**src/rtl/id_hazard_scoreboard.sv**
```systemverilog
// id_hazard_scoreboard
// Decode-stage hazard scoreboard. It tracks in-flight destination registers
// through DEPTH post-decode stages. From these it produces the per-source
// forwarding selects, the decode stall, and a saturating count of stall cycles.
//
// Ports:
//   clk, rst        system clock, synchronous active-high reset
//   id_valid_inst   instruction in ID is valid
//   id_src_idx      NUM_SRC packed 5-bit source indices, src k at [5k+4:5k]
//   id_src_used     per-source "actually read" flags
//   id_reg_wr       ID instruction writes rd
//   id_dest_idx     ID destination index
//   id_is_load      ID instruction is a load
//   id_is_mul       ID instruction is a multiply
//   pipe_hold       downstream freeze; the scoreboard does not advance
//   flush           squash the ID instruction
//   fwd_sel         per source: 0 = regfile, s = forward from stage s output
//   id_stall_flag   hold IF/ID, inject a bubble into ID/EX
//   stall_cycles    saturating stall-cycle counter
module id_hazard_scoreboard #(
   parameter int unsigned NUM_SRC         = 2,
   parameter int unsigned DEPTH           = 3,
   parameter int unsigned LD_READY_STAGE  = 2,
   parameter int unsigned MUL_READY_STAGE = 2,
   parameter int unsigned CNT_W           = 32,
   parameter int unsigned SEL_W           = $clog2(DEPTH + 1)
) (
   input  logic                     clk,
   input  logic                     rst,
   input  logic                     id_valid_inst,
   input  logic [NUM_SRC*5-1:0]     id_src_idx,
   input  logic [NUM_SRC-1:0]       id_src_used,
   input  logic                     id_reg_wr,
   input  logic [4:0]               id_dest_idx,
   input  logic                     id_is_load,
   input  logic                     id_is_mul,
   input  logic                     pipe_hold,
   input  logic                     flush,
   output logic [NUM_SRC*SEL_W-1:0] fwd_sel,
   output logic                     id_stall_flag,
   output logic [CNT_W-1:0]         stall_cycles
);

   localparam logic [SEL_W-1:0] LD_RDY  = SEL_W'(LD_READY_STAGE);
   localparam logic [SEL_W-1:0] MUL_RDY = SEL_W'(MUL_READY_STAGE);
   localparam logic [SEL_W-1:0] ALU_RDY = SEL_W'(1);

   // Index 0 holds stage 1 (EX), index DEPTH-1 holds the oldest stage.
   logic             ent_valid [DEPTH];
   logic [4:0]       ent_dest  [DEPTH];
   logic [SEL_W-1:0] ent_rdy   [DEPTH];

   logic [NUM_SRC-1:0] src_stall;
   logic               alloc;
   logic               cnt_inc;
   logic [SEL_W-1:0]   new_rdy;

   // Per-source youngest-match search and the resulting forward-or-stall decision.
   always_comb begin
      fwd_sel   = '0;
      src_stall = '0;
      for (int k = 0; k < int'(NUM_SRC); k++) begin : g_src
         logic [4:0]       src;
         logic             hit;
         logic [SEL_W-1:0] hit_stage;
         logic [SEL_W-1:0] hit_rdy;
         src       = id_src_idx[5*k +: 5];
         hit       = 1'b0;
         hit_stage = '0;
         hit_rdy   = '0;
         // Scan oldest to youngest so the youngest match wins.
         for (int s = int'(DEPTH) - 1; s >= 0; s--) begin
            if (id_valid_inst && id_src_used[k] && (src != 5'd0) &&
                ent_valid[s] && (ent_dest[s] == src)) begin
               hit       = 1'b1;
               hit_stage = SEL_W'(s + 1);
               hit_rdy   = ent_rdy[s];
            end
         end
         if (hit) begin
            if (hit_stage >= hit_rdy) fwd_sel[k*SEL_W +: SEL_W] = hit_stage;
            else                      src_stall[k] = 1'b1;
         end
      end
   end

   assign id_stall_flag = |src_stall;

   assign alloc   = id_valid_inst && id_reg_wr && (id_dest_idx != 5'd0) &&
                    !id_stall_flag && !flush;
   assign cnt_inc = id_stall_flag && id_valid_inst && !pipe_hold && !flush;
   assign new_rdy = id_is_load ? LD_RDY : (id_is_mul ? MUL_RDY : ALU_RDY);

   // Scoreboard shift and stall counter; hold freezes everything.
   always_ff @(posedge clk) begin
      if (rst) begin
         for (int s = 0; s < int'(DEPTH); s++) begin
            ent_valid[s] <= 1'b0;
            ent_dest[s]  <= 5'd0;
            ent_rdy[s]   <= '0;
         end
         stall_cycles <= '0;
      end else if (!pipe_hold) begin
         for (int s = 1; s < int'(DEPTH); s++) begin
            ent_valid[s] <= ent_valid[s-1];
            ent_dest[s]  <= ent_dest[s-1];
            ent_rdy[s]   <= ent_rdy[s-1];
         end
         ent_valid[0] <= alloc;
         ent_dest[0]  <= id_dest_idx;
         ent_rdy[0]   <= new_rdy;
         if (cnt_inc && (stall_cycles != {CNT_W{1'b1}}))
            stall_cycles <= stall_cycles + CNT_W'(1);
      end
   end

endmodule

```
**config.mk**
```make
export PLATFORM = sky130hd
export DESIGN_NAME = id_hazard_scoreboard
export DESIGN_NICKNAME = d
export VERILOG_FILES = /design/src/rtl/id_hazard_scoreboard.sv
export SDC_FILE = /design/constraint.sdc
export NUM_CORES = 1
export LEC_CHECK = 0
export CAP_MARGIN = 15
export CORE_MARGIN = 2
export CORE_UTILIZATION = 52
export CTS_CLUSTER_DIAMETER = 50
export DETAILED_ROUTE_END_ITERATION = 8
export PLACE_DENSITY = 0.87
export SYNTH_ARGS = -nofsm -noshare
export SYNTH_HDL_FRONTEND = slang
export SYNTH_SLANG_ARGS = --single-unit
```
**constraint.sdc**
```tcl
create_clock -name clk -period 4.47 [get_ports clk]
set_input_delay 0.894 -clock clk [delete_from_list [all_inputs] [get_ports clk]]
set_output_delay 0.894 -clock clk [all_outputs]
set_load 0.05 [all_outputs]
```
==> metrics.sh, run 1 <==
SYNTH_SEQ_CELLS=56
AVGROUTEDWIREPERCELL_UM=20.2
CRITICAL_REGISTER_TO_REGISTER_PATH_STARTPOINT='ent_dest[0][11]'
GRT_REMAINING_OVERFLOW=0
CRITICALPATHCATEGORY='primary input to output port'
IRDROPWORSTVDD_V=0.000191
FLOW.AREA_GROWTH_FROM_SYNTHESIS_PCT=42.0
SYNTH_TOP_AREA_CELL='sky130_fd_sc_hd__edfxtp_1'
POSTPLACECELLAREA_SQ_UM=4170
SLEW_HEADROOM=0.245
AVERAGE_CELL_AREA_AFTER_SYNTHESIS_SQ_UM=9.26
TIGHTEST_SLEW_NS=1.13
FIN_UTIL=0.770
CRITPATHLAUNCHTYPE='primary input'
SYNTH.LIB_CELLS_USED.DISTINCT=46
SYNTHFLOPTYPE='sky130_fd_sc_hd__dfxtp_1'
MAPPEDNETLISTNETS=379
CRITPATHREQUIREDTIME_NS=3.58
START_POINT_OF_THE_WORST_HOLD_PATH='stall_cycles[1]'
YS_TOP_CELLS_BY_AREA='sky130_fd_sc_hd__edfxtp_1, sky130_fd_sc_hd__dfxtp_1, sky130_fd_sc_hd__xnor2_1'
TOTALWIRELENGTH_UM=10700
BUFFER_PORTS.INSERTED=61
NUMBER_OF_GLOBAL_ROUTE_VIAS_BEFORE_REPAIR=3191
SYNTH_AREA_SQ_UM=3230
SLEW_VIOLATIONS=0
TIMING.FMAX_GHz=0.226
REPORT.FINAL.HOLD_VIOL_COUNT=0
ANTENNA_CELLS_INSERTED=0
ROUTE.VIAS.TOTAL=3446
R2R_SETUP_SLACK_NS=0.67
LAYOUT-DRIVE-GT1-SHARE=0.209
TIMING.CRITICAL_PATH.FANOUT_MAX=4
CHIPWIDTH_UM=82.8
CTS_MADE_BUFFERS=5
ANTENNA_LEFT=0
SYNTH_SEQUENTIAL_AREA_RATIO=0.421
TRITONCTS_CLOCK_TREE='built'
POSTLAYOUTCELLAREA_SQ_UM=4590
FINAL_CRITICAL_PATH_SETUP_SLACK_NS=0.0502
STD_CELL_ROWS=28
PRE_CTS_WS_NS=-0.305
CLOCK_SKEW_NS=0.00790
FP.DIEH_UM=82.8
YOSYSWARNINGS=0
CLOCKBUFFERDEPTH=2
HOLD_PATH_END='stall_cycles[1]'
FIN_WORST_HOLD_SLACK_NS=0.507
SYNTH-EDFF-COUNT=24
ARRIVAL_NS=3.53
MAXIMUM_NUMBER_OF_PINS_ON_ONE_NET_BEFORE_GLOBAL_ROUTE_REPAIR=39
GRT_FIRST_PASS_WIRELENGTH_UM=15800
TIMING.HOLD.WORST.CLASS='register to register'
DRT_PASS1_ITERATIONS=7
SYN-INSTANCE-COUNT=349
NUMCLOCKSINKS=56
MAXCAPVIOLCOUNT=0
R2R_CELLS=17
OUTCOME='finished, final reports clean'
LAYOUT.NETS=483
SETUP_VIOL_COUNT_FINAL=0
SETUP_TOTAL_NEGATIVE_SLACK_NS=0
INSERTION_DELAY_NS=0.31
START_UTIL=0.543
SYNTH-ASYNC-RESET-RATIO=0
CLK_PIN_SLEW_WORST_PATHS_NS=0.10
FLOORPLAN.DIE_AREA_SQ_UM=6860
PLACEABLECOREAREA_SQ_UM=5960
POST-SYNTH-TOP-AREA-FRACTION=0.223
CTS_HTREE_LEVELS=2
POWER_PER_CELL_AREA_nW_PER_UM2=225
AVG_VIAS_PER_CELL=6.51
REG_TO_REG_CRITICAL_PATH_ENDPOINT='stall_cycles[23]'
CTSROOTBUFFERMASTER='sky130_fd_sc_hd__clkbuf_8'
SYNTHMOSTINSTANTIATEDCELL='sky130_fd_sc_hd__xnor2_1'
WORSTSETUPENDPOINTTYPE='output port'
DRT_DRC_VIOLATIONS_LEFT=0
MIN_PATH_CELLS=2
ANTENNA_FOUND_INITIAL=0
PIN_COUNT=62
DP_HPWL_UM=6470
TIMING.FINAL.CRIT_PERIOD_NS=4.42
GLOBALROUTETOTALUTIL=0.279
DRT_ITER0_DRC=343
GP_CONGESTION=0.910
SYNTH_COMMON_CELLS='sky130_fd_sc_hd__xnor2_1, sky130_fd_sc_hd__dfxtp_1, sky130_fd_sc_hd__a21oi_1'
POWER_LEAKAGE_nW=1.59
FINALCRITPERIODSHARE=0.989
[critical path, cell delays in order]
cell and delay [ns]:
sky130_fd_sc_hd__dlygate4sd2_1 0.25, sky130_fd_sc_hd__or4_4 0.55, sky130_fd_sc_hd__o211ai_4 0.29, sky130_fd_sc_hd__nor3_4 0.10
sky130_fd_sc_hd__buf_6 0.15, sky130_fd_sc_hd__buf_4 0.13, sky130_fd_sc_hd__nor2_4 0.14, sky130_fd_sc_hd__nor2_2 0.06
sky130_fd_sc_hd__ha_1 0.35, sky130_fd_sc_hd__a21oi_4 0.18, sky130_fd_sc_hd__o31ai_1 0.12, sky130_fd_sc_hd__nand2_2 0.14
sky130_fd_sc_hd__buf_12 0.15
[metal layers]
metal  part of all wire  GRT usage  vias to the layer above
li1                   -          -                     1524
met1               0.40      0.376                     1632
met2               0.46      0.458                      227
met3              0.084     0.0527                       63
met4              0.052     0.0790                        0
met5                  0          0                        -
[stage by stage]
step | instances | power, mW
finish | 529 | 1.03
global route | 529 | 1.06
CTS | 523 | 1.02
detailed placement | 512 | 0.677
global placement | 512 | 0.673
floorplan | 349 | 0.624
[report_power, final]
group | total (mW) | internal [mW] | switching [mW]
combinational | 0.113 | 0.0571 | 0.0555
sequential | 0.571 | 0.550 | 0.0208
clock | 0.350 | 0.179 | 0.171
total | 1.03 | 0.787 | 0.247
[worst max path at each step]
stage	start	endpoint	cells after the start
after floorplan	id_src_idx[1]	id_stall_flag	11
after global placement	id_src_idx[1]	id_stall_flag	13
after detailed placement	id_src_idx[1]	id_stall_flag	13
after CTS	id_src_idx[9]	id_stall_flag	13
after global routing	id_src_idx[2]	stall_cycles[21]	17
final	id_src_idx[2]	id_stall_flag	13
[placed cells by master (no fill, tap or decap), types with 3 or more instances in the layout]
master                             n
sky130_fd_sc_hd__edfxtp_1         24
sky130_fd_sc_hd__inv_1             6
sky130_fd_sc_hd__or3_1            12
sky130_fd_sc_hd__a2111oi_0         4
sky130_fd_sc_hd__xnor2_1          31
sky130_fd_sc_hd__dlygate4sd2_1     4
sky130_fd_sc_hd__nand2_1          25
sky130_fd_sc_hd__dlymetal6s2s_1    4
sky130_fd_sc_hd__ha_1              4
sky130_fd_sc_hd__nand4_1          20
sky130_fd_sc_hd__nor2_1           18
sky130_fd_sc_hd__nor2_2            5
sky130_fd_sc_hd__dfxtp_1          32
sky130_fd_sc_hd__nand3_1          11
sky130_fd_sc_hd__nor3_1            3
sky130_fd_sc_hd__o21ai_1          10
sky130_fd_sc_hd__o31ai_1          11
sky130_fd_sc_hd__nor3_4            6
sky130_fd_sc_hd__clkbuf_8          5
sky130_fd_sc_hd__nand3b_1          4
sky130_fd_sc_hd__a21oi_1          25
sky130_fd_sc_hd__or4_1            10
sky130_fd_sc_hd__and2_1           20
sky130_fd_sc_hd__buf_4            44
sky130_fd_sc_hd__buf_6             7
sky130_fd_sc_hd__and3_1            3
sky130_fd_sc_hd__xnor2_2           3
sky130_fd_sc_hd__o21ai_0           7
sky130_fd_sc_hd__clkdlybuf4s50_1  48
[cell families (layout without fill, tap and decap cells)]
logic type | after synthesis | count (layout) | synth area share
buffers and inverters | 17 | 122 | 0.0256
flip-flops | 56 | 56 | 0.421
multiplexers | 3 | 3 | 0.0101
AND/OR/NAND/NOR | 155 | 155 | 0.272
XOR/XNOR | 36 | 36 | 0.0976
AO/OA/AOI/OAI | 77 | 77 | 0.154
adder cells (fa/ha/maj) | 5 | 5 | 0.0194
[sequential cells by signal, summed over array words and instances, names as in the netlist]
name / count
ent_valid: 3
ent_dest: 15
ent_rdy: 6
stall_cycles: 32
[area by class of cell]
type	count	area (sq um)
Multi-Input combinational cell	276	1990
Inverter	6	22.5
Clock buffer	8	123
Tap cell	75	93.8
Fill cell	387	1370
Timing Repair Buffer	108	995
Sequential cell	56	1360
[repair_timing]
action                     4_1_cts  5_1_grt
setup buffers                    3        7
setup endpoints to repair        6       17
gates resized for setup         27       26
hold buffers                     0        0
pin swaps                       16       19
(Power assumes the default switching activity.)
==> inputs of run 2 (changes only) <==
CTS_CLUSTER_DIAMETER = 120   (was 50)
SKIP_CTS_REPAIR_TIMING = 1   (was unset)
==> run 2 against run 1 <==
Effect of this change:
- setup slack gained 0.010 ns
- critical path depth did not move
- flip-flop and latch count unchanged
- hold slack got worse by 0.0018 ns
- global-route usage shrank 2.1 points
- die area is the same
- count of clock-buffer cells in the layout stayed put
- critical endpoint is now fwd_sel[0]
- largest cell class unchanged
==> metrics.sh, run 2 (same netlist as run 1, synthesis figures left out) <==
IRDROPWORSTVDD_V=0.000187
PATH_BUF_INV=4
DRT_DRC_VIOLATIONS_LEFT=0
NUMBER_OF_GLOBAL_ROUTE_VIAS_BEFORE_REPAIR=3022
SETUP_TOTAL_NEGATIVE_SLACK_NS=0
TIGHTEST_SLEW_NS=1.15
REPORT.FINAL.HOLD_VIOL_COUNT=0
POWER_LEAKAGE_nW=1.59
WORSTSETUPENDPOINTTYPE='output port'
DP_HPWL_UM=6470
FLOW.AREA_GROWTH_FROM_SYNTHESIS_PCT=40.4
PIN_COUNT=62
MULTI_INPUT_AREA_SQ_UM=1920
ARRIVAL_NS=3.52
ANTENNA_FOUND_INITIAL=0
LARGEST_REGISTERS='stall_cycles (32), ent_dest (15), ent_rdy (6)'
ANTENNA_CELLS_INSERTED=0
SLEW_HEADROOM=0.236
TIMING.FMAX_GHz=0.227
LAYOUT-DRIVE-GT1-SHARE=0.191
TIMING.CRITICAL_PATH.FANOUT_MAX=4
GRT_FIRST_PASS_WIRELENGTH_UM=14600
PLACEABLECOREAREA_SQ_UM=5960
SETUP_VIOL_COUNT_FINAL=0
INSERTION_DELAY_NS=0.31
BUFFER_PORTS.INSERTED=61
TRITONCTS_CLOCK_TREE='built'
ANTENNA_LEFT=0
CRITICALPATHCATEGORY='primary input to output port'
FILL_CELLS=388
TOTALWIRELENGTH_UM=9780
DRT_PASS1_ITERATIONS=5
MAX_REG_FLOPS=32
CLK_PIN_SLEW_WORST_PATHS_NS=0.10
CTS_HTREE_LEVELS=2
LAYOUT.NETS=484
CRITPATHLAUNCHTYPE='primary input'
CRITPATHREQUIREDTIME_NS=3.58
TOP_REGISTER='stall_cycles'
MAXIMUM_NUMBER_OF_PINS_ON_ONE_NET_BEFORE_GLOBAL_ROUTE_REPAIR=39
TIMING.HOLD.WORST.CLASS='register to register'
FINAL_CRITICAL_PATH_SETUP_SLACK_NS=0.0604
CLOCKBUFFERDEPTH=2
GP_CONGESTION=0.910
PATH_CELLS='clkdlybuf4s50_1 -> o211ai_4 -> nor3_2 -> nor2b_2 -> a22oi_2 -> nor2_1 -> a21oi_1 -> ha_1 -> a21oi_4 -> buf_6 -> buf_4 -> nor2_1 -> buf_6'
GLOBALROUTETOTALUTIL=0.258
LAYOUT_COMMONEST_CELL='sky130_fd_sc_hd__clkdlybuf4s50_1'
START_UTIL=0.543
REPORT.POWER.TOTAL_mW=1.03
ROUTE.VIAS.TOTAL=3308
CTS_MADE_BUFFERS=5
OUTCOME='finished, final reports clean'
FINALCRITPERIODSHARE=0.986
CLOCK_SKEW_NS=0.00653
TIMING.FINAL.CRIT_PERIOD_NS=4.41
STD_CELL_ROWS=28
CRITICAL_PATH.SLOWEST_CELL='sky130_fd_sc_hd__clkdlybuf4s50_1'
REGISTER_AREA_SQ_UM=1360
AVGROUTEDWIREPERCELL_UM=18.5
CTSROOTBUFFERMASTER='sky130_fd_sc_hd__clkbuf_8'
PRE_CTS_WS_NS=-0.305
R2R_SETUP_SLACK_NS=0.68
FP.DIEH_UM=82.8
DRT_ITER0_DRC=314
AVG_VIAS_PER_CELL=6.24
SLEW_VIOLATIONS=0
POWER_PER_CELL_AREA_nW_PER_UM2=226
CHIPWIDTH_UM=82.8
MOST-COMMON-LAYOUT-CELLS='sky130_fd_sc_hd__clkdlybuf4s50_1, sky130_fd_sc_hd__buf_4, sky130_fd_sc_hd__xnor2_1'
CPPEAKSTAGEDELAY_NS=0.64
MAXCAPVIOLCOUNT=0
GRT_REMAINING_OVERFLOW=0
FLOORPLAN.DIE_AREA_SQ_UM=6860
NUMCLOCKSINKS=56
WORST_PATH_DOMINANT_CELL_FAMILY='buffers and inverters'
[run 2: cell types whose count changed in the layout (fill, tap and decap cells not counted), moves of 2 or more]
cell,before,now
sky130_fd_sc_hd__dlymetal6s2s_1,4,9
sky130_fd_sc_hd__nor3_2,2,4
sky130_fd_sc_hd__nor2_2,5,1
sky130_fd_sc_hd__dlygate4sd2_1,4,0
sky130_fd_sc_hd__xnor2_1,31,34
sky130_fd_sc_hd__nor2_1,18,23
sky130_fd_sc_hd__nor3_4,6,4
sky130_fd_sc_hd__xnor2_2,3,0
[run 2: worst paths after layout]
kind                   startpoint                to  cells after the start
setup / recovery    id_valid_inst        fwd_sel[0]                     13
setup reg to reg  ent_dest[0][10]  stall_cycles[28]                     17
hold reg to reg   stall_cycles[1]   stall_cycles[1]                      2
hold / removal    stall_cycles[1]   stall_cycles[1]                      2
[run 2: layer usage]
metal / part of all wire / global-route usage / wire length, um
met1: 0.43 / 0.357 / 4210
met2: 0.47 / 0.422 / 4610
met3: 0.072 / 0.0517 / 705
met4: 0.027 / 0.0537 / 262
met5: 0 / 0 / 0
[run 2: through the flow]
step | instances | cell area [sq um] | util | hold WS [ns]
3_3_place_gp | 512 | 4170 | 0.700 | 0.484
5_1_grt | 530 | 4540 | 0.762 | 0.540
4_1_cts | 520 | 4290 | 0.721 | 0.507
3_5_place_dp | 512 | 4170 | 0.700 | 0.491
2_1_floorplan | 349 | 3240 | - | 0.543
6_report | 530 | 4540 | 0.762 | 0.505
[run 2: tightest hold or removal path, stage by stage, from the launching register on]
cell and delay, ns:
sky130_fd_sc_hd__dfxtp_1 0.35, sky130_fd_sc_hd__nand2_1 0.07, sky130_fd_sc_hd__a21oi_1 0.05
[run 2: final cells by class]
type	count	share of cell area
clock buffer	8	0.0270
inverter	6	0.00496
multi-input combinational	276	0.423
sequential	56	0.300
tap	75	0.0207
timing repair buffer	109	0.225
[run 2: power by group]
group	leakage (nW)	total, mW	switching, mW	internal, mW
Combinational	1.00	0.108	0.0524	0.0555
Sequential	0.521	0.570	0.0194	0.550
Clock	0.0618	0.349	0.170	0.179
==> inputs of run 3 (changes only) <==
CAP_MARGIN = unset   (was 15)
SLEW_MARGIN = 15   (was unset)
==> results of run 3 <==
Final layout, timing and power as in run 2 (identical DEF).
